===== src/rtl/axi_reg_slice.sv =====
// axi_reg_slice_buf: one AXI channel stage, selectable as bypass, 2-entry skid or 1-entry buffer.
// Latency: 0 cycles in bypass, 1 cycle s->m in full and light modes.
// Backpressure: s_rdy is registered and drops only when the stage holds its maximum beat count.
module axi_reg_slice_buf #(
  parameter int WIDTH = 32,
  parameter int MODE  = 1
) (
  input  logic             clk,
  input  logic             rst_n,
  input  logic [WIDTH-1:0] s_dat,
  input  logic             s_vld,
  output logic             s_rdy,
  output logic [WIDTH-1:0] m_dat,
  output logic             m_vld,
  input  logic             m_rdy
);

  if (MODE == 0) begin : g_bypass
    // Pure wires: no state, so clock and reset are intentionally unused here.
    wire unused_clk_rst = clk & rst_n;
    assign m_dat = s_dat;
    assign m_vld = s_vld;
    assign s_rdy = m_rdy;
  end else if (MODE == 1) begin : g_full
    localparam logic [1:0] ST_EMPTY = 2'd0;
    localparam logic [1:0] ST_ONE   = 2'd1;
    localparam logic [1:0] ST_TWO   = 2'd2;

    logic [1:0]       state, state_nxt;
    logic [WIDTH-1:0] main_q, skid_q;
    logic             s_rdy_q, m_vld_q;
    logic             accept, drain;

    assign accept = s_vld & s_rdy_q;
    assign drain  = m_vld_q & m_rdy;
    assign s_rdy  = s_rdy_q;
    assign m_vld  = m_vld_q;
    assign m_dat  = main_q;

    // Occupancy after this cycle's handshakes.
    always_comb begin
      state_nxt = state;
      case (state)
        ST_EMPTY: if (accept) state_nxt = ST_ONE;
        ST_ONE: begin
          if (accept && !drain) state_nxt = ST_TWO;
          else if (!accept && drain) state_nxt = ST_EMPTY;
        end
        ST_TWO:   if (drain) state_nxt = ST_ONE;
        default:  state_nxt = ST_EMPTY;
      endcase
    end

    // State plus registered handshake outputs; ready stays low through reset and rises on the first edge after.
    always_ff @(posedge clk or negedge rst_n) begin
      if (!rst_n) begin
        state   <= ST_EMPTY;
        s_rdy_q <= 1'b0;
        m_vld_q <= 1'b0;
      end else begin
        state   <= state_nxt;
        s_rdy_q <= (state_nxt != ST_TWO);
        m_vld_q <= (state_nxt != ST_EMPTY);
      end
    end

    // Payload: main holds the head beat, skid catches the beat accepted while main is stalled.
    always_ff @(posedge clk) begin
      case (state)
        ST_EMPTY: if (accept) main_q <= s_dat;
        ST_ONE: begin
          if (accept && drain) main_q <= s_dat;
          else if (accept) skid_q <= s_dat;
        end
        ST_TWO:   if (drain) main_q <= skid_q;
        default:  ;
      endcase
    end
  end else if (MODE == 2) begin : g_light
    localparam logic ST_EMPTY = 1'b0;
    localparam logic ST_FULL  = 1'b1;

    logic             state, state_nxt;
    logic [WIDTH-1:0] data_q;
    logic             s_rdy_q, m_vld_q;
    logic             accept, drain;

    assign accept = s_vld & s_rdy_q;
    assign drain  = m_vld_q & m_rdy;
    assign s_rdy  = s_rdy_q;
    assign m_vld  = m_vld_q;
    assign m_dat  = data_q;

    // Single slot: fill when empty, empty when drained; the two never coincide.
    always_comb begin
      state_nxt = state;
      case (state)
        ST_EMPTY: if (accept) state_nxt = ST_FULL;
        ST_FULL:  if (drain) state_nxt = ST_EMPTY;
        default:  state_nxt = ST_EMPTY;
      endcase
    end

    // State plus registered handshake outputs.
    always_ff @(posedge clk or negedge rst_n) begin
      if (!rst_n) begin
        state   <= ST_EMPTY;
        s_rdy_q <= 1'b0;
        m_vld_q <= 1'b0;
      end else begin
        state   <= state_nxt;
        s_rdy_q <= (state_nxt == ST_EMPTY);
        m_vld_q <= (state_nxt == ST_FULL);
      end
    end

    // Payload capture on accept only; held stable while the beat waits.
    always_ff @(posedge clk) begin
      if (accept) data_q <= s_dat;
    end
  end else begin : g_bad_mode
    $error("axi_reg_slice_buf: MODE must be 0, 1 or 2");
    assign m_dat = '0;
    assign m_vld = 1'b0;
    assign s_rdy = 1'b0;
  end

endmodule

// axi_reg_slice: AXI4 register slice, five independent channel stages between slave and master ports.
// Latency: per channel, 0 cycles (bypass) or 1 cycle (full / light).
// Backpressure: each channel's ready is that stage's registered ready, or the far-side ready in bypass.
module axi_reg_slice #(
  parameter int C_S_AXI_DATA_WIDTH = 64,
  parameter int C_S_AXI_ADDR_WIDTH = 7,
  parameter int C_AW_MODE          = 1,
  parameter int C_W_MODE           = 1,
  parameter int C_B_MODE           = 2,
  parameter int C_AR_MODE          = 1,
  parameter int C_R_MODE           = 1
) (
  input  logic                              aclk,
  input  logic                              aresetn,
  input  logic [C_S_AXI_ADDR_WIDTH-1:0]     S_AXI_AWADDR,
  input  logic [7:0]                        S_AXI_AWLEN,
  input  logic [2:0]                        S_AXI_AWSIZE,
  input  logic [1:0]                        S_AXI_AWBURST,
  input  logic                              S_AXI_AWLOCK,
  input  logic [3:0]                        S_AXI_AWCACHE,
  input  logic [2:0]                        S_AXI_AWPROT,
  input  logic [3:0]                        S_AXI_AWQOS,
  input  logic                              S_AXI_AWVALID,
  output logic                              S_AXI_AWREADY,
  input  logic [C_S_AXI_DATA_WIDTH-1:0]     S_AXI_WDATA,
  input  logic [C_S_AXI_DATA_WIDTH/8-1:0]   S_AXI_WSTRB,
  input  logic                              S_AXI_WLAST,
  input  logic                              S_AXI_WVALID,
  output logic                              S_AXI_WREADY,
  output logic [1:0]                        S_AXI_BRESP,
  output logic                              S_AXI_BVALID,
  input  logic                              S_AXI_BREADY,
  input  logic [C_S_AXI_ADDR_WIDTH-1:0]     S_AXI_ARADDR,
  input  logic [7:0]                        S_AXI_ARLEN,
  input  logic [2:0]                        S_AXI_ARSIZE,
  input  logic [1:0]                        S_AXI_ARBURST,
  input  logic                              S_AXI_ARLOCK,
  input  logic [3:0]                        S_AXI_ARCACHE,
  input  logic [2:0]                        S_AXI_ARPROT,
  input  logic [3:0]                        S_AXI_ARQOS,
  input  logic                              S_AXI_ARVALID,
  output logic                              S_AXI_ARREADY,
  output logic [C_S_AXI_DATA_WIDTH-1:0]     S_AXI_RDATA,
  output logic [1:0]                        S_AXI_RRESP,
  output logic                              S_AXI_RLAST,
  output logic                              S_AXI_RVALID,
  input  logic                              S_AXI_RREADY,
  output logic [C_S_AXI_ADDR_WIDTH-1:0]     M_AXI_AWADDR,
  output logic [7:0]                        M_AXI_AWLEN,
  output logic [2:0]                        M_AXI_AWSIZE,
  output logic [1:0]                        M_AXI_AWBURST,
  output logic                              M_AXI_AWLOCK,
  output logic [3:0]                        M_AXI_AWCACHE,
  output logic [2:0]                        M_AXI_AWPROT,
  output logic [3:0]                        M_AXI_AWQOS,
  output logic                              M_AXI_AWVALID,
  input  logic                              M_AXI_AWREADY,
  output logic [C_S_AXI_DATA_WIDTH-1:0]     M_AXI_WDATA,
  output logic [C_S_AXI_DATA_WIDTH/8-1:0]   M_AXI_WSTRB,
  output logic                              M_AXI_WLAST,
  output logic                              M_AXI_WVALID,
  input  logic                              M_AXI_WREADY,
  input  logic [1:0]                        M_AXI_BRESP,
  input  logic                              M_AXI_BVALID,
  output logic                              M_AXI_BREADY,
  output logic [C_S_AXI_ADDR_WIDTH-1:0]     M_AXI_ARADDR,
  output logic [7:0]                        M_AXI_ARLEN,
  output logic [2:0]                        M_AXI_ARSIZE,
  output logic [1:0]                        M_AXI_ARBURST,
  output logic                              M_AXI_ARLOCK,
  output logic [3:0]                        M_AXI_ARCACHE,
  output logic [2:0]                        M_AXI_ARPROT,
  output logic [3:0]                        M_AXI_ARQOS,
  output logic                              M_AXI_ARVALID,
  input  logic                              M_AXI_ARREADY,
  input  logic [C_S_AXI_DATA_WIDTH-1:0]     M_AXI_RDATA,
  input  logic [1:0]                        M_AXI_RRESP,
  input  logic                              M_AXI_RLAST,
  input  logic                              M_AXI_RVALID,
  output logic                              M_AXI_RREADY
);

  localparam int AX_W = C_S_AXI_ADDR_WIDTH + 25;
  localparam int W_W  = C_S_AXI_DATA_WIDTH + C_S_AXI_DATA_WIDTH / 8 + 1;
  localparam int R_W  = C_S_AXI_DATA_WIDTH + 3;

  if ((C_S_AXI_DATA_WIDTH % 8) != 0 || C_S_AXI_DATA_WIDTH < 32 || C_S_AXI_DATA_WIDTH > 1024) begin : g_bad_dw
    $error("axi_reg_slice: C_S_AXI_DATA_WIDTH must be a multiple of 8 in 32..1024");
  end
  if (C_S_AXI_ADDR_WIDTH < 1 || C_S_AXI_ADDR_WIDTH > 64) begin : g_bad_aw
    $error("axi_reg_slice: C_S_AXI_ADDR_WIDTH must be in 1..64");
  end

  logic [AX_W-1:0] aw_in, aw_out, ar_in, ar_out;
  logic [W_W-1:0]  w_in, w_out;
  logic [1:0]      b_in, b_out;
  logic [R_W-1:0]  r_in, r_out;

  // Payloads packed in port-list order; the stages never look inside them.
  assign aw_in = {S_AXI_AWADDR, S_AXI_AWLEN, S_AXI_AWSIZE, S_AXI_AWBURST,
                  S_AXI_AWLOCK, S_AXI_AWCACHE, S_AXI_AWPROT, S_AXI_AWQOS};
  assign {M_AXI_AWADDR, M_AXI_AWLEN, M_AXI_AWSIZE, M_AXI_AWBURST,
          M_AXI_AWLOCK, M_AXI_AWCACHE, M_AXI_AWPROT, M_AXI_AWQOS} = aw_out;
  assign w_in  = {S_AXI_WDATA, S_AXI_WSTRB, S_AXI_WLAST};
  assign {M_AXI_WDATA, M_AXI_WSTRB, M_AXI_WLAST} = w_out;
  assign b_in  = M_AXI_BRESP;
  assign S_AXI_BRESP = b_out;
  assign ar_in = {S_AXI_ARADDR, S_AXI_ARLEN, S_AXI_ARSIZE, S_AXI_ARBURST,
                  S_AXI_ARLOCK, S_AXI_ARCACHE, S_AXI_ARPROT, S_AXI_ARQOS};
  assign {M_AXI_ARADDR, M_AXI_ARLEN, M_AXI_ARSIZE, M_AXI_ARBURST,
          M_AXI_ARLOCK, M_AXI_ARCACHE, M_AXI_ARPROT, M_AXI_ARQOS} = ar_out;
  assign r_in  = {M_AXI_RDATA, M_AXI_RRESP, M_AXI_RLAST};
  assign {S_AXI_RDATA, S_AXI_RRESP, S_AXI_RLAST} = r_out;

  axi_reg_slice_buf #(.WIDTH(AX_W), .MODE(C_AW_MODE)) u_aw (
    .clk(aclk), .rst_n(aresetn),
    .s_dat(aw_in), .s_vld(S_AXI_AWVALID), .s_rdy(S_AXI_AWREADY),
    .m_dat(aw_out), .m_vld(M_AXI_AWVALID), .m_rdy(M_AXI_AWREADY));

  axi_reg_slice_buf #(.WIDTH(W_W), .MODE(C_W_MODE)) u_w (
    .clk(aclk), .rst_n(aresetn),
    .s_dat(w_in), .s_vld(S_AXI_WVALID), .s_rdy(S_AXI_WREADY),
    .m_dat(w_out), .m_vld(M_AXI_WVALID), .m_rdy(M_AXI_WREADY));

  // Response channels flow master side -> slave side.
  axi_reg_slice_buf #(.WIDTH(2), .MODE(C_B_MODE)) u_b (
    .clk(aclk), .rst_n(aresetn),
    .s_dat(b_in), .s_vld(M_AXI_BVALID), .s_rdy(M_AXI_BREADY),
    .m_dat(b_out), .m_vld(S_AXI_BVALID), .m_rdy(S_AXI_BREADY));

  axi_reg_slice_buf #(.WIDTH(AX_W), .MODE(C_AR_MODE)) u_ar (
    .clk(aclk), .rst_n(aresetn),
    .s_dat(ar_in), .s_vld(S_AXI_ARVALID), .s_rdy(S_AXI_ARREADY),
    .m_dat(ar_out), .m_vld(M_AXI_ARVALID), .m_rdy(M_AXI_ARREADY));

  axi_reg_slice_buf #(.WIDTH(R_W), .MODE(C_R_MODE)) u_r (
    .clk(aclk), .rst_n(aresetn),
    .s_dat(r_in), .s_vld(M_AXI_RVALID), .s_rdy(M_AXI_RREADY),
    .m_dat(r_out), .m_vld(S_AXI_RVALID), .m_rdy(S_AXI_RREADY));

endmodule


===== config.mk =====
export PLATFORM = sky130hd
export DESIGN_NAME = axi_reg_slice
export DESIGN_NICKNAME = d
export VERILOG_FILES = /design/src/rtl/axi_reg_slice.sv
export SDC_FILE = /design/constraint.sdc
export NUM_CORES = 1
export LEC_CHECK = 0
export ABC_CLOCK_PERIOD_IN_PS = 3980
export CAP_MARGIN = 20
export CORE_ASPECT_RATIO = 1.4
export CORE_UTILIZATION = 48
export CTS_BUF_LIST = sky130_fd_sc_hd__clkbuf_16
export CTS_CLUSTER_SIZE = 12
export DETAILED_ROUTE_END_ITERATION = 10
export PLACE_DENSITY = 0.79
export SYNTH_ARGS = -nofsm -noshare
export SYNTH_HDL_FRONTEND = slang
export SYNTH_SLANG_ARGS = --single-unit

===== constraint.sdc =====
create_clock -name aclk -period 3.98 [get_ports aclk]
set_input_delay 0.796 -clock aclk [delete_from_list [all_inputs] [get_ports aclk]]
set_output_delay 0.796 -clock aclk [all_outputs]
set_load 0.1 [all_outputs]

* Word-level counts from Yosys, hierarchy flattened
Cells that the tools add are included.
** Storage, ports and cells
- Bits in registers :: 428
- Input port bits :: 218
- Output and inout port bits :: 216
- Logic and storage cells :: 142
** Cells by class
- Equality and inequality tests :: 24
- Multiplexer cells :: 39
- Bitwise logic cells :: 16
- Reduce and logical (&&, ||, !) cells :: 40
** Operators by type and width (number)
- two-way mux 73 bit :: 3
- one-hot mux 73 bit (3 select lines) :: 1
- two-way mux 67 bit :: 3
- one-hot mux 67 bit (3 select lines) :: 1
- two-way mux 32 bit :: 6
- one-hot mux 32 bit (3 select lines) :: 2
- two-way mux 2 bit :: 16
- inequality test 2 x 1 -> 1 bit, second input constant :: 12
- one-hot mux 2 bit (3 select lines) :: 4
- AND reduction 4 bit :: 4
- logical AND 1 bit :: 12
- AND reduction 3 bit :: 4
- nonzero test 3 bit :: 4
- AND 1 bit :: 10
- equality test 2 x 1 -> 1 bit, second input constant :: 4
- equality test 2 bit, second input constant :: 4
- zero test 1 bit :: 8
- zero test 2 bit :: 4
- inequality test 2 bit, second input constant :: 4
- nonzero test 2 bit :: 4
- inverter 1 bit :: 6
- two-way mux 1 bit :: 2
- one-hot mux 1 bit (2 select lines) :: 1

* Logic depth before layout (Yosys ltp)
- Word-level depth :: 7
- Mapped depth :: 5
- Gate-level depth less buffers :: 3

* Hierarchy
Synthesis repeated with hierarchy kept, for this count alone.
** Second synthesis, totals
- Cell total of the unflattened synthesis :: 1024
- Area total of the unflattened synthesis :: 16041.6 µm²
** By module, submodules not included
- axi_reg_slice_buf (u_w) :: times used 1, cells an instance 402, area an instance 5512.8 µm², sequential area each 4484.3 µm²
- axi_reg_slice_buf (u_ar ...) :: times used 2, cells an instance 121, area an instance 2652.5 µm², sequential area each 2021.9 µm²
- axi_reg_slice_buf (u_r) :: times used 1, cells an instance 372, area an instance 5081.1 µm², sequential area each 4124.0 µm²
- axi_reg_slice_buf (u_b) :: times used 1, cells an instance 8, area an instance 142.6 µm², sequential area each 110.1 µm²

* Worst setup path after synthesis
No wires, ideal clock.
- Kind :: register to register
- From :: register u_w.g_full.s_rdy_q, in the netlist u_w.s_rdy
- To :: register u_w.g_full.skid_q[0], enable pin
- Library setup time :: 440 ps
- Arrival :: 3024 ps
- Required time :: 3540 ps
- Setup slack :: 516 ps
- Cell stages (with the launch flop) :: 3
- Buffers on the path :: 0
- Clock period less this slack :: 3464 ps
- Cells stage by stage :: dfrtp_1 and3b_1 and3_1
** Between the ends
- Longest elaborated chain between the ends :: 4
** Ends and longest elaborated chain
- start, declared :: line 31 : logic s_rdy_q, m_vld_q;
- start signal, assigned :: line 62 : s_rdy_q <= (state_nxt != ST_TWO);
- AND 1 bit (*) :: line 34 : assign accept = s_vld & s_rdy_q;
- logical AND 1 bit :: line 72 : if (accept && drain) main_q <= s_dat;
- inverter 1 bit (no line)
- AND reduction 3 bit (no line) (*)
- end signal, assigned :: line 73 : else if (accept) skid_q <= s_dat;
- end, declared :: line 30 : logic [WIDTH-1:0] main_q, skid_q;
Every way passes the cells marked *; elsewhere a longest branch is shown, timed or not.
A chain may end at the register's enable or synchronous reset.

* Worst setup path in the final report
- From :: register u_w.g_full.main_q[11], in the netlist u_w.m_dat[11]
- To :: output port M_AXI_WDATA[2]
** RTL lines
- start, declared :: line 30
- start signal, assigned :: line 70 : ST_EMPTY: if (accept) main_q <= s_dat;
- start signal, assigned :: line 72
- start signal, assigned :: line 75 : ST_TWO: if (drain) main_q <= skid_q;
- end, declared :: line 187 : output logic [C_S_AXI_DATA_WIDTH-1:0] M_AXI_WDATA,
No word-level cell between the ends.

==> flow_metrics.env <==
export IMPL_multi_input_area_um2=2988
export IMPL_finalNonFillerCells=1946
export IMPL_end_kind="output port"
export IMPL_area_growth_pct=37.93
export IMPL_most_common_layout_cells="433 x clkdlybuf4s50_1, 425 x nand2_1, 410 x edfxtp_1"
export IMPL_cts_hold_buf=0
export IMPL_clock_path_buffers=3
export IMPL_io_pins=434
export IMPL_overflow=0
export IMPL_worstSetupPathType="reg2out"
export IMPL_final_max_slew_viol_count=0
export IMPL_min_period_over_period=0.7300
export IMPL_first_global_vias=10038
export IMPL_syn_inst=1013
export IMPL_worstMarginPinSlew_ns=1.095
export IMPL_nets=1689
export IMPL_hold_path_class="reg2reg"
export IMPL_status="complete, no violations"
export IMPL_avgViaCountPerCell=4.941
export IMPL_crit_buf_inv=1
export IMPL_yosys_warnings=0
export IMPL_seq_area_um2=12760
export IMPL_cts_buffers=43
export IMPL_crit_chain="clkdlybuf4s50_1"
export IMPL_maxCapViolations=0
export IMPL_core_area_um2=32690
export IMPL_wl_per_cell_um=19.52
export IMPL_htree_levels=2
export IMPL_grt_pass1_wl_um=55880
export IMPL_std_cell_rows=78
export IMPL_synth_area_per_cell_um2=15.84
export IMPL_die_h_um=218.3
export IMPL_hold_path_startpoint="u_aw.g_full.skid_q[23]"
export IMPL_place_detailed_hpwl_um=26620
export IMPL_synthesis_area_um2=16040
export IMPL_clk_pin_slew_ns=0.06
export IMPL_first_pass_iters=5
export IMPL_finalHoldViolCount=0
export IMPL_max_freq_ghz=0.3442
export IMPL_clock_skew_final_ns=0.01361
export IMPL_antenna_found_initial=16
export IMPL_cp_max_fo=1
export IMPL_cts_root_buf="clkbuf_16"
export IMPL_setup_viol=0
export IMPL_die_area_um2=34170
export IMPL_layout_min_cycle_time_ns=2.905
export IMPL_start_util=0.4907
export IMPL_die_w_um=156.5
export IMPL_via_count=9616
export IMPL_dp_cells=1865
export IMPL_ys_seq_area_frac=0.7956
export IMPL_fin_setup_tns_ns=0
export IMPL_max_stage_delay_ns=1.21
export IMPL_arrival_ns=2.11
export IMPL_grt_usage=0.2217
export IMPL_r2r_start="u_r.g_full.state[0]"
export IMPL_cts_repair_resized=0
export IMPL_slowest_stage="clkdlybuf4s50_1"
export IMPL_route_detailed_drc=0
export IMPL_grt_setup_unrepaired="no"
export IMPL_io_buffers=433
export IMPL_tritoncts="done"
export IMPL_cts_sinks=428
export IMPL_n_fill_cell=2222
export IMPL_layout_commonest_cell="clkdlybuf4s50_1"
export IMPL_clkLatencyLatePin_ns=0.54
export IMPL_drive_gt1_frac=0.09772
export IMPL_critPathLaunch="u_w.m_dat[11]"
export IMPL_post_cts_buffers=0
export IMPL_required_ns=3.18
export IMPL_start_kind="flop"
export IMPL_crit_family="buffers and inverters"
export IMPL_synth_nets=1231
export IMPL_grt_start_max_net_pins=74
export IMPL_gp_congestion=0.8012
export IMPL_routed_wl_um=37980
export IMPL_drtAntennaViolNets=0
export IMPL_drt_iter0_drc=583
export IMPL_ys_seq_elements=428
export IMPL_ys_types=29
export IMPL_relSlewSlack=0.2680
-- worst paths after layout --
| check | endpoint | cells after the start | slack [ns] |
|---|---|---|---|
| max | M_AXI_WDATA[2] | 1 | 1.07 |
| min | u_aw.m_dat[23] | 2 | 0.51 |
| max reg2reg | u_r.m_dat[58] | 3 | 1.58 |
| min reg2reg | u_aw.m_dat[23] | 2 | 0.51 |
| max in group asynchronous | u_r.m_vld | 2 | 2.86 |
| min in group asynchronous | u_ar.m_vld | 1 | 0.63 |
-- synth_stat cells --
cell type / instances / area share
and3_1: 4 / 0.0016
and3b_1: 4 / 0.0022
dfrtp_1: 18 / 0.028
a22o_1: 3 / 0.0016
nand3_1: 4 / 0.0012
clkbuf_1: 2 / 0.00047
buf_4: 5 / 0.0023
buf_12: 6 / 0.0075
a21boi_0: 6 / 0.0028
o21a_1: 1 / 0.00047
o21ai_1: 2 / 0.00062
and2_1: 1 / 0.00039
o21bai_2: 1 / 0.00070
mux2_4: 66 / 0.062
buf_8: 1 / 0.00094
buf_6: 1 / 0.00070
mux2_1: 1 / 0.00070
nand4b_1: 4 / 0.0022
edfxtp_1: 410 / 0.77
nand2b_1: 7 / 0.0027
buf_2: 25 / 0.0078
nor2b_1: 3 / 0.0012
o21bai_1: 4 / 0.0019
nor2b_2: 1 / 0.00055
a21boi_1: 1 / 0.00047
inv_1: 2 / 0.00047
o21ai_0: 2 / 0.00062
nand2_1: 427 / 0.10
mux2i_1: 1 / 0.00062
-- registers in the layout (all words and copies together), names as in the netlist, 2 cells and up --
signal              cells
u_b.m_dat               2
u_aw.g_full.state       2
u_r.g_full.skid_q      67
u_aw.g_full.skid_q     32
u_r.g_full.state        2
u_w.m_dat              73
u_ar.g_full.state       2
u_aw.m_dat             32
u_ar.m_dat             32
u_ar.g_full.skid_q     32
u_r.m_dat              67
u_w.g_full.skid_q      73
u_w.g_full.state        2
-- routing by layer --
metal / vias up / global-route usage / share of wire
li1: 4508 / - / -
met1: 4526 / 0.2275 / 0.33
met2: 450 / 0.3865 / 0.52
met3: 126 / 0.06464 / 0.078
met4: 6 / 0.1539 / 0.069
met5: - / 0 / 0.0011
-- logic make-up after synthesis --
logic type             after synthesis  synth area share
DFF                                428            0.7956
muxes                               68           0.06310
AOI/OAI and AO/OA                   20          0.009204
and+or+nand+nor                    455            0.1119
buffers and inverters               42           0.02020
-- layout make-up --
class,count,area share
flip-flops and latches,428,0.5768
repair buffers,453,0.2053
multi-input cells,543,0.1350
clock buffers,45,0.05089
well taps,440,0.02488
clock inverters,23,0.005429
diodes,12,0.001357
inverters,2,0.0003393
-- metrics by stage --
step / setup slack [ns] / cell area (µm²) / utilization / hold WS [ns]
after global placement: 1.226 / 20840 / 0.6373 / 0.4857
after CTS: 1.057 / 22080 / 0.6754 / 0.5079
after floorplan: 0.5160 / 16040 / - / 0.4491
after global routing: 1.024 / 22120 / 0.6767 / 0.5175
after detailed placement: 1.178 / 20840 / 0.6373 / 0.4903
final: 1.075 / 22130 / 0.6768 / 0.5061
Power is not shown: default switching activity piles up to over one toggle a cycle in this logic, so the estimate is an artifact.
